File: src/rtl/ov7670_capture_dec80x60_if.sv
// Camera byte stream plus frame-buffer write port for ov7670_capture_dec80x60.
// test_pat is present only when CAPTURE_TESTPAT_EN is defined.
interface ov7670_capture_dec80x60_if;
  localparam int unsigned C_NB_ADDR = 13;
  localparam int unsigned C_NB_PIX  = 12;

  logic                 cam_pclk_en;
  logic                 cam_vsync;
  logic                 cam_href;
  logic [7:0]           cam_data;
  logic                 cap_en;
`ifdef CAPTURE_TESTPAT_EN
  logic                 test_pat;
`endif
  logic                 wea;
  logic [C_NB_ADDR-1:0] addra;
  logic [C_NB_PIX-1:0]  dina;
  logic                 frame_done;
  logic                 busy;

`ifdef CAPTURE_TESTPAT_EN
  modport master (input cam_pclk_en, cam_vsync, cam_href, cam_data, cap_en, test_pat,
                  output wea, addra, dina, frame_done, busy);
  modport slave  (output cam_pclk_en, cam_vsync, cam_href, cam_data, cap_en, test_pat,
                  input wea, addra, dina, frame_done, busy);
`else
  modport master (input cam_pclk_en, cam_vsync, cam_href, cam_data, cap_en,
                  output wea, addra, dina, frame_done, busy);
  modport slave  (output cam_pclk_en, cam_vsync, cam_href, cam_data, cap_en,
                  input wea, addra, dina, frame_done, busy);
`endif
endinterface

File: src/rtl/ov7670_capture_dec80x60.sv
// OV7670 RGB444 capture, point-decimated by 8 in x and y into the 80x60x12b buffer write port.
// Optional CAPTURE_TESTPAT_EN adds a test_pat input that replaces pixel data with a grid pattern.
module ov7670_capture_dec80x60 (
  input  logic                      clk,
  input  logic                      rst,
  ov7670_capture_dec80x60_if.master bus
);
  localparam int unsigned C_IN_COLS   = 640;
  localparam int unsigned C_IN_ROWS   = 480;
  localparam int unsigned C_DEC_SHIFT = 3;
  localparam int unsigned C_NB_ADDR   = 13;
  localparam int unsigned C_NB_PIX    = 12;
  localparam int unsigned C_NB_COL    = 10;
  localparam int unsigned C_NB_ROW    = 9;
  localparam logic [C_NB_COL-1:0] COL_LIM = C_NB_COL'(C_IN_COLS);
  localparam logic [C_NB_ROW-1:0] ROW_LIM = C_NB_ROW'(C_IN_ROWS);

  typedef enum logic [1:0] {S_WAIT_VS, S_WAIT_FR, S_CAPT} state_t;

  state_t                state_q, state_d;
  logic [C_NB_COL-1:0]   col_q, col_d;
  logic [C_NB_ROW-1:0]   row_q, row_d;
  logic                  phase_q, phase_d;
  logic                  href_q, href_d;
  logic [3:0]            red_q, red_d;
  logic                  wea_q, wea_d;
  logic [C_NB_ADDR-1:0]  addr_q, addr_d;
  logic [C_NB_PIX-1:0]   dina_q, dina_d;
  logic                  fd_q, fd_d;
  logic                  busy_q, busy_d;

  logic [C_NB_COL-C_DEC_SHIFT-1:0] col_blk;
  logic [C_NB_ROW-C_DEC_SHIFT-1:0] row_blk;
  logic [C_NB_ADDR-1:0]            addr_c;
  logic [C_NB_PIX-1:0]             pix_c;
  logic                            col_in, row_in, on_grid;

  // row_blk*80 built as row_blk*64 + row_blk*16
  assign col_blk = col_q[C_NB_COL-1:C_DEC_SHIFT];
  assign row_blk = row_q[C_NB_ROW-1:C_DEC_SHIFT];
  assign addr_c  = C_NB_ADDR'({row_blk, 6'b0}) + C_NB_ADDR'({row_blk, 4'b0}) + C_NB_ADDR'(col_blk);
  assign col_in  = (col_q < COL_LIM);
  assign row_in  = (row_q < ROW_LIM);
  assign on_grid = (col_q[C_DEC_SHIFT-1:0] == '0) && (row_q[C_DEC_SHIFT-1:0] == '0) && col_in && row_in;

  always_comb begin
`ifdef CAPTURE_TESTPAT_EN
    pix_c = bus.test_pat ? {col_q[6:3], row_q[6:3], col_q[6:3] ^ row_q[6:3]}
                         : {red_q, bus.cam_data};
`else
    pix_c = {red_q, bus.cam_data};
`endif
  end

  always_comb begin
    state_d = state_q;
    col_d   = col_q;
    row_d   = row_q;
    phase_d = phase_q;
    href_d  = href_q;
    red_d   = red_q;
    wea_d   = 1'b0;
    fd_d    = 1'b0;
    addr_d  = addr_q;
    dina_d  = dina_q;
    if (bus.cam_pclk_en) begin
      unique case (state_q)
        S_WAIT_VS: if (bus.cam_vsync) state_d = S_WAIT_FR;
        S_WAIT_FR: begin
          col_d   = '0;
          row_d   = '0;
          phase_d = 1'b0;
          href_d  = 1'b0;
          if (!bus.cam_vsync) state_d = bus.cap_en ? S_CAPT : S_WAIT_VS;
        end
        S_CAPT: begin
          if (bus.cam_vsync) begin
            fd_d    = 1'b1;
            state_d = S_WAIT_FR;
          end else begin
            href_d = bus.cam_href;
            if (bus.cam_href) begin
              if (!phase_q) begin
                red_d   = bus.cam_data[3:0];
                phase_d = 1'b1;
              end else begin
                phase_d = 1'b0;
                if (col_in) col_d = col_q + 1'b1;
                if (on_grid) begin
                  wea_d  = 1'b1;
                  addr_d = addr_c;
                  dina_d = pix_c;
                end
              end
            end else if (href_q) begin
              // line end: a half-received pixel is dropped, empty lines do not count
              col_d   = '0;
              phase_d = 1'b0;
              if ((col_q != '0) && row_in) row_d = row_q + 1'b1;
            end
          end
        end
        default: state_d = S_WAIT_VS;
      endcase
    end
    busy_d = (state_d == S_CAPT);
  end

  always_ff @(posedge clk or posedge rst) begin
    if (rst) begin
      state_q <= S_WAIT_VS;
      col_q   <= '0;
      row_q   <= '0;
      phase_q <= 1'b0;
      href_q  <= 1'b0;
      red_q   <= '0;
      wea_q   <= 1'b0;
      addr_q  <= '0;
      dina_q  <= '0;
      fd_q    <= 1'b0;
      busy_q  <= 1'b0;
    end else begin
      state_q <= state_d;
      col_q   <= col_d;
      row_q   <= row_d;
      phase_q <= phase_d;
      href_q  <= href_d;
      red_q   <= red_d;
      wea_q   <= wea_d;
      addr_q  <= addr_d;
      dina_q  <= dina_d;
      fd_q    <= fd_d;
      busy_q  <= busy_d;
    end
  end

  assign bus.wea        = wea_q;
  assign bus.addra      = addr_q;
  assign bus.dina       = dina_q;
  assign bus.frame_done = fd_q;
  assign bus.busy       = busy_q;
endmodule
File: src/flat_wrapper.sv
// flat-port wrapper written by rule: the top's interface ports become plain ports
module ov7670_capture_dec80x60_flat 
  (clk, rst, bus_cam_pclk_en, bus_cam_vsync, bus_cam_href, bus_cam_data, bus_cap_en, bus_wea, bus_addra, bus_dina, bus_frame_done, bus_busy);
  ov7670_capture_dec80x60_if bus_i ();
  input  logic clk;
  input  logic rst;
  input wire logic [$bits(bus_i.cam_pclk_en)-1:0] bus_cam_pclk_en;
  input wire logic [$bits(bus_i.cam_vsync)-1:0] bus_cam_vsync;
  input wire logic [$bits(bus_i.cam_href)-1:0] bus_cam_href;
  input wire logic [$bits(bus_i.cam_data)-1:0] bus_cam_data;
  input wire logic [$bits(bus_i.cap_en)-1:0] bus_cap_en;
  output wire logic [$bits(bus_i.wea)-1:0] bus_wea;
  output wire logic [$bits(bus_i.addra)-1:0] bus_addra;
  output wire logic [$bits(bus_i.dina)-1:0] bus_dina;
  output wire logic [$bits(bus_i.frame_done)-1:0] bus_frame_done;
  output wire logic [$bits(bus_i.busy)-1:0] bus_busy;
  assign bus_i.cam_pclk_en = bus_cam_pclk_en;
  assign bus_i.cam_vsync = bus_cam_vsync;
  assign bus_i.cam_href = bus_cam_href;
  assign bus_i.cam_data = bus_cam_data;
  assign bus_i.cap_en = bus_cap_en;
  assign bus_wea = bus_i.wea;
  assign bus_addra = bus_i.addra;
  assign bus_dina = bus_i.dina;
  assign bus_frame_done = bus_i.frame_done;
  assign bus_busy = bus_i.busy;
  ov7670_capture_dec80x60 u_core (.clk(clk), .rst(rst), .bus(bus_i));
endmodule
File: config.mk
export PLATFORM = sky130hd
export DESIGN_NAME = ov7670_capture_dec80x60_flat
export DESIGN_NICKNAME = d
export VERILOG_FILES = /design/src/rtl/ov7670_capture_dec80x60_if.sv /design/src/rtl/ov7670_capture_dec80x60.sv /design/src/flat_wrapper.sv
export SDC_FILE = /design/constraint.sdc
export NUM_CORES = 1
export LEC_CHECK = 0
export ABC_AREA = 0
export CAP_MARGIN = 30
export CORE_ASPECT_RATIO = 0.5
export CORE_MARGIN = 2
export CORE_UTILIZATION = 56
export CTS_BUF_LIST = sky130_fd_sc_hd__clkbuf_2 sky130_fd_sc_hd__clkbuf_4 sky130_fd_sc_hd__clkbuf_8
export DETAILED_ROUTE_END_ITERATION = 8
export PLACE_DENSITY = 0.78
export SLEW_MARGIN = 10
export SYNTH_ARGS = -nofsm -noshare
export SYNTH_HDL_FRONTEND = slang
export SYNTH_SLANG_ARGS = --single-unit
File: constraint.sdc
create_clock -name clk -period 2.71 [get_ports clk]
set_input_delay 0.271 -clock clk [delete_from_list [all_inputs] [get_ports clk]]
set_output_delay 0.271 -clock clk [all_outputs]
set_load 0.01 [all_outputs]
[Word level (Yosys, flattened, before mapping)]
Cells that the tools add are included.
Word-level totals
  register bits after elaboration: 55
  latch bits: 0
  bits in writable memories: 0
  memory bits (read-only): 0
  bits of input ports: 14
  output and inout port bits: 28
  memories kept: 0
Operators by class
  add/subtract/negate cells: 4
  multiply operators: 0
  div/mod/pow operators: 0
  order comparisons: 2
  equal/unequal tests: 10
  shift-type cells: 0
  mux-type cells: 32
  bitwise gates (word level): 2
  reduce and logical (&&, ||, !) cells: 16
Operators with widths (count)
  $mux W10: 5
  $mux W9: 4
  $pmux W10 S2: 1
  $pmux W9 S2: 1
  $reduce_and A6 Y1: 3
  $mux W1: 14
  $add A12 B10 Y13: 1
  $add A13 B7 Y13: 1
  $add A10 B1 Y10 const B: 1
  $lt A10 B10 Y1 const B: 1
  $reduce_bool A10 Y1: 1
  $add A9 B1 Y9 const B: 1
  $lt A9 B9 Y1 const B: 1
  $ne A3 B2 Y1 const B: 3
  $mux W2: 4
  $logic_not A3 Y1: 2
  $reduce_and A5 Y1: 1
  $eq A2 B2 Y1 const B: 2
  $logic_and A1 B1 Y1: 4
  $ne A2 B1 Y1 const B: 2
  $ne A2 B2 Y1 const B: 2
  $pmux W1 S2: 2
  $pmux W2 S2: 1
  $reduce_and A4 Y1: 1
  6 further kinds: 7

[Longest topological paths before layout]
  depth in word-level cells: 10
  mapped depth: 10
  mapped depth without buffers: 9

[Worst setup path after synthesis]
Ideal clock, no wire load.
  path kind: flip-flop to flip-flop
  start: reg u_core.row_q[5]
  end: reg u_core.addr_q[12] (netlist: u_core.bus.addra[12])
  setup time: 0.128 ns
  arrival time: 2.237 ns
  path slack: 0.346 ns
  stages on the path, launching flop included: 11
  path buffers: 1
  period minus slack after synthesis: 2.364 ns
  cells stage by stage: dfrtp_1 -> clkbuf_1 -> inv_1 -> fa_1 -> inv_1 -> ha_1 -> a211o_1 -> a211oi_1 -> nor2_1 -> o21ai_0 -> o21ai_0
On the way
  cells in the longest elaborated chain, start to end: 3
Ends and longest elaborated chain
  from (decl): RTL line ov7670_capture_dec80x60.sv:22  | logic [C_NB_ROW-1:0] row_q, row_d;
  from (signal assigned): RTL line ov7670_capture_dec80x60.sv:125  | row_q <= row_d;
  parallel branches: the longest is 3 deep, another holds $add A12 B10 Y13
  to (signal assigned): RTL line ov7670_capture_dec80x60.sv:130  | addr_q <= addr_d;
  to (decl): RTL line ov7670_capture_dec80x60.sv:27  | logic [C_NB_ADDR-1:0] addr_q, addr_d;
Parallel ways; which one is timed is not known.
A chain may end at the register's enable or synchronous reset.

[Worst setup path in the final report]
  start: reg u_core.row_q[3]
  end: reg u_core.addr_q[12] (netlist: u_core.bus.addra[12])
Same word-level chain as after synthesis.

==> out/summary.txt <==
Post-Syn Area: 2850 sq um
Post-Syn Nets: 341
Worst-path clk slew: 0.11 ns
measured slew at the worst slew-check pin: 0.673 ns
Yosys reg bits: 55
initial core utilization: 58.0%
RSZ-0062 raised after global routing: no
CP Class: reg -> reg
Buffers on Ports: 41
Synth cell types: 42
Hold Violations, Final: 0
grt ovf: 0
Slowest-stage cell, CP: fa_1
max_cap viols: 0
CP peak stage delay: 0.60 ns
Final setup viols: 0
minimum clock period: 2.45 ns
first-pass GRT wire length: 10,100 um
CP arrival: 2.65 ns
largest net degree at the start of global routing: 34
Leakage: 1.66 nW
Final nets: 382
post-layout util: 70.1%
io pins: 42
WL/cell: 14.2 um
Max FO, Critical Path: 6
most common cell after layout, fill and taps aside: nand2_1
CORE AREA: 4910 sq um
final wirelength: 6010 um
Slew HR: 55.1%
GPL Wtd Cong: 0.853
GRT Overall Usage: 22.7%
PwrDens: 471 nW/um^2
Ant. Diodes: 0
f_max: 408 MHz
post-route ant nets: 0
Max IR drop VDD: 0.376 mV
critical path, cell by cell: inv_1 -> fa_1 -> inv_1 -> ha_1 -> a211o_1 -> a211oi_1 -> nor2_1 -> o21ai_0 -> o21ai_0
share of post-route cells with drive strength above 1: 7.10%
H-Tree Depth: 2
vias in the first global route: 2,180
sequential share of the synthesized area: 48.3%
Post-Place Cells: 414
Top Layer Used: met4
Die W: 105 um
Worst EP required: 2.91 ns
crit path launch type: flip-flop
CTS hold repair buffers: 0
Remaining DRCs: 0
met3 wire length: 272 um
Non-Filler Instances: 422
Die Footprint: 5710 sq um
Max Slew Vio Count: 0
CTS root buf: clkbuf_8
outcome: completed
Site Rows: 18
Hold Path Class: in -> async
mean post-synth cell area: 9.19 sq um
cells after synthesis: 310
Clk Latency, worst-skew pair: 0.32 ns
Syn. warnings: 0
setup TNS: 0 ns
commonest non-fill, non-tap cells in the layout: nand2_1, dfrtp_1, clkdlybuf4s50_1, o21ai_0, inv_1
TritonRoute pass-1 iters: 4
CTS sink cnt: 55
Max clock buf depth: 2
Final Cycle Share: 90.5%
M1 wire length: 2900 um
total length of routed met2 wires: 2760 um
CTS Buf Count: 5
clk_skew: 0.00832 ns
Iter 0 DRT Violations: 85
critical path capture point type: flip-flop
Vias: 2,334
Die Height: 54.4 um
initial antenna violation count: 0
hpwl dp: 4370 um
Area growth, synth to finish: 20.8%
TritonCTS clock tree: yes
drt via density: 5.53
## cell usage after synthesis, drive strengths merged
master / count / area, sq um
a211o: 1 / 8.76
a211oi: 2 / 15.0
a21o: 2 / 15.0
a21oi: 6 / 30.0
a22o: 2 / 17.5
a31oi: 2 / 12.5
and2: 2 / 12.5
and3: 7 / 43.8
buf: 3 / 15.0
clkbuf: 9 / 33.8
dfrtp: 55 / 1380
fa: 2 / 40.0
ha: 15 / 188
inv: 18 / 67.6
mux2: 4 / 45.0
nand2: 75 / 282
nand2b: 2 / 20.0
nand3: 12 / 60.1
nand3b: 3 / 22.5
nand4: 2 / 12.5
nor2: 14 / 52.6
nor2b: 2 / 12.5
nor3: 1 / 5.00
nor4: 2 / 12.5
nor4b: 1 / 8.76
nor4bb: 1 / 10.0
o211ai: 3 / 22.5
o21a: 6 / 45.0
o21ai: 29 / 149
o22ai: 1 / 6.26
o31a: 4 / 35.0
o31ai: 7 / 52.6
or2: 1 / 6.26
or3: 3 / 23.8
or4: 6 / 45.0
or4b: 1 / 10.0
xnor2: 2 / 17.5
xor2: 2 / 17.5
## through the flow
| step | worst slack, ns | total power [mW] | hold WS, ns | area (sq um) |
|---|---|---|---|---|
| 2_1_floorplan | 0.346 | 1.06 | 0.376 | 2850 |
| 3_3_place_gp | 0.346 | 1.16 | 0.441 | 3350 |
| 3_5_place_dp | 0.264 | 1.17 | 0.451 | 3350 |
| 4_1_cts | 0.230 | 1.63 | 0.385 | 3440 |
| 5_1_grt | 0.0663 | 1.69 | 0.444 | 3440 |
| 6_report | 0.259 | 1.62 | 0.357 | 3440 |
## final timing paths
path,startpoint,to,slack [ns],depth (start not counted)
worst min-delay path,rst,u_core.bus.dina[5]$_DFFE_PP0P_,0.36,2
worst min register to register,u_core.red_q[3]$_DFFE_PP0P_,u_core.bus.dina[11]$_DFFE_PP0P_,0.47,2
worst max register to register,u_core.row_q[3]$_DFFE_PP0P_,u_core.bus.addra[12]$_DFFE_PP0P_,0.26,9
min in group clk,bus_cam_data[5],u_core.bus.dina[5]$_DFFE_PP0P_,0.47,3
max in group asynchronous,rst,u_core.row_q[5]$_DFFE_PP0P_,1.77,3
worst max-delay path,u_core.row_q[3]$_DFFE_PP0P_,u_core.bus.addra[12]$_DFFE_PP0P_,0.26,9
## cell families after synthesis
group | Yosys count | synth area share, %
simple gates | 135 | 22.4
compound gates | 65 | 14.4
flops | 55 | 48.3
fa+ha+maj | 17 | 7.99
mux | 4 | 1.58
xor+xnor | 4 | 1.23
buf+inv | 30 | 4.08
## report_power, final
group | leakage [nW] | internal, mW | switching, mW
Sequential | 0.756 | 0.876 | 0.0392
Combinational | 0.859 | 0.117 | 0.116
Clock | 0.0408 | 0.185 | 0.289
Total | 1.66 | 1.18 | 0.444
## critical path, delay by kind of cell, from the launching register on
family                     cells  cell delay (ns)
buffers and inverters          2             0.16
AOI/OAI and AO/OA              4             0.73
DFF                            1             0.44
adders and majority gates      2             0.92
and+or+nand+nor                1             0.09
## layer usage
metal	up-vias	global-route usage, %
li1	1154	-
met4	0	8.89
met5	-	0
met1	1122	28.7
met2	49	39.7
met3	9	5.12
## cell type report
type                    instances  area [sq um]
clock buffers                   5          68.8
multi-input cells             225          1360
repair buffers                 46           460
flip-flops and latches         55          1380
clock inverters                 3          23.8
fillers                       402          1470
inverters                      18          67.6
well taps                      70          87.6
## what timing repair did
action / CTS / global route
buffers inserted: 0 / 0
endpoints found under the setup margin: 0 / 1
gates resized for setup: 0 / 1
## sequential cells by signal, summed over array words and instances (netlist names)
signal	flops
u_core.red_q	4
u_core.phase_q	1
u_core.bus.addra	13
u_core.bus.dina	12
u_core.row_q	9
u_core.bus.wea	1
u_core.bus.busy	1
u_core.href_q	1
u_core.state_q	2
u_core.bus.frame_done	1
u_core.col_q	10
Power figures use the tool's default switching activity.
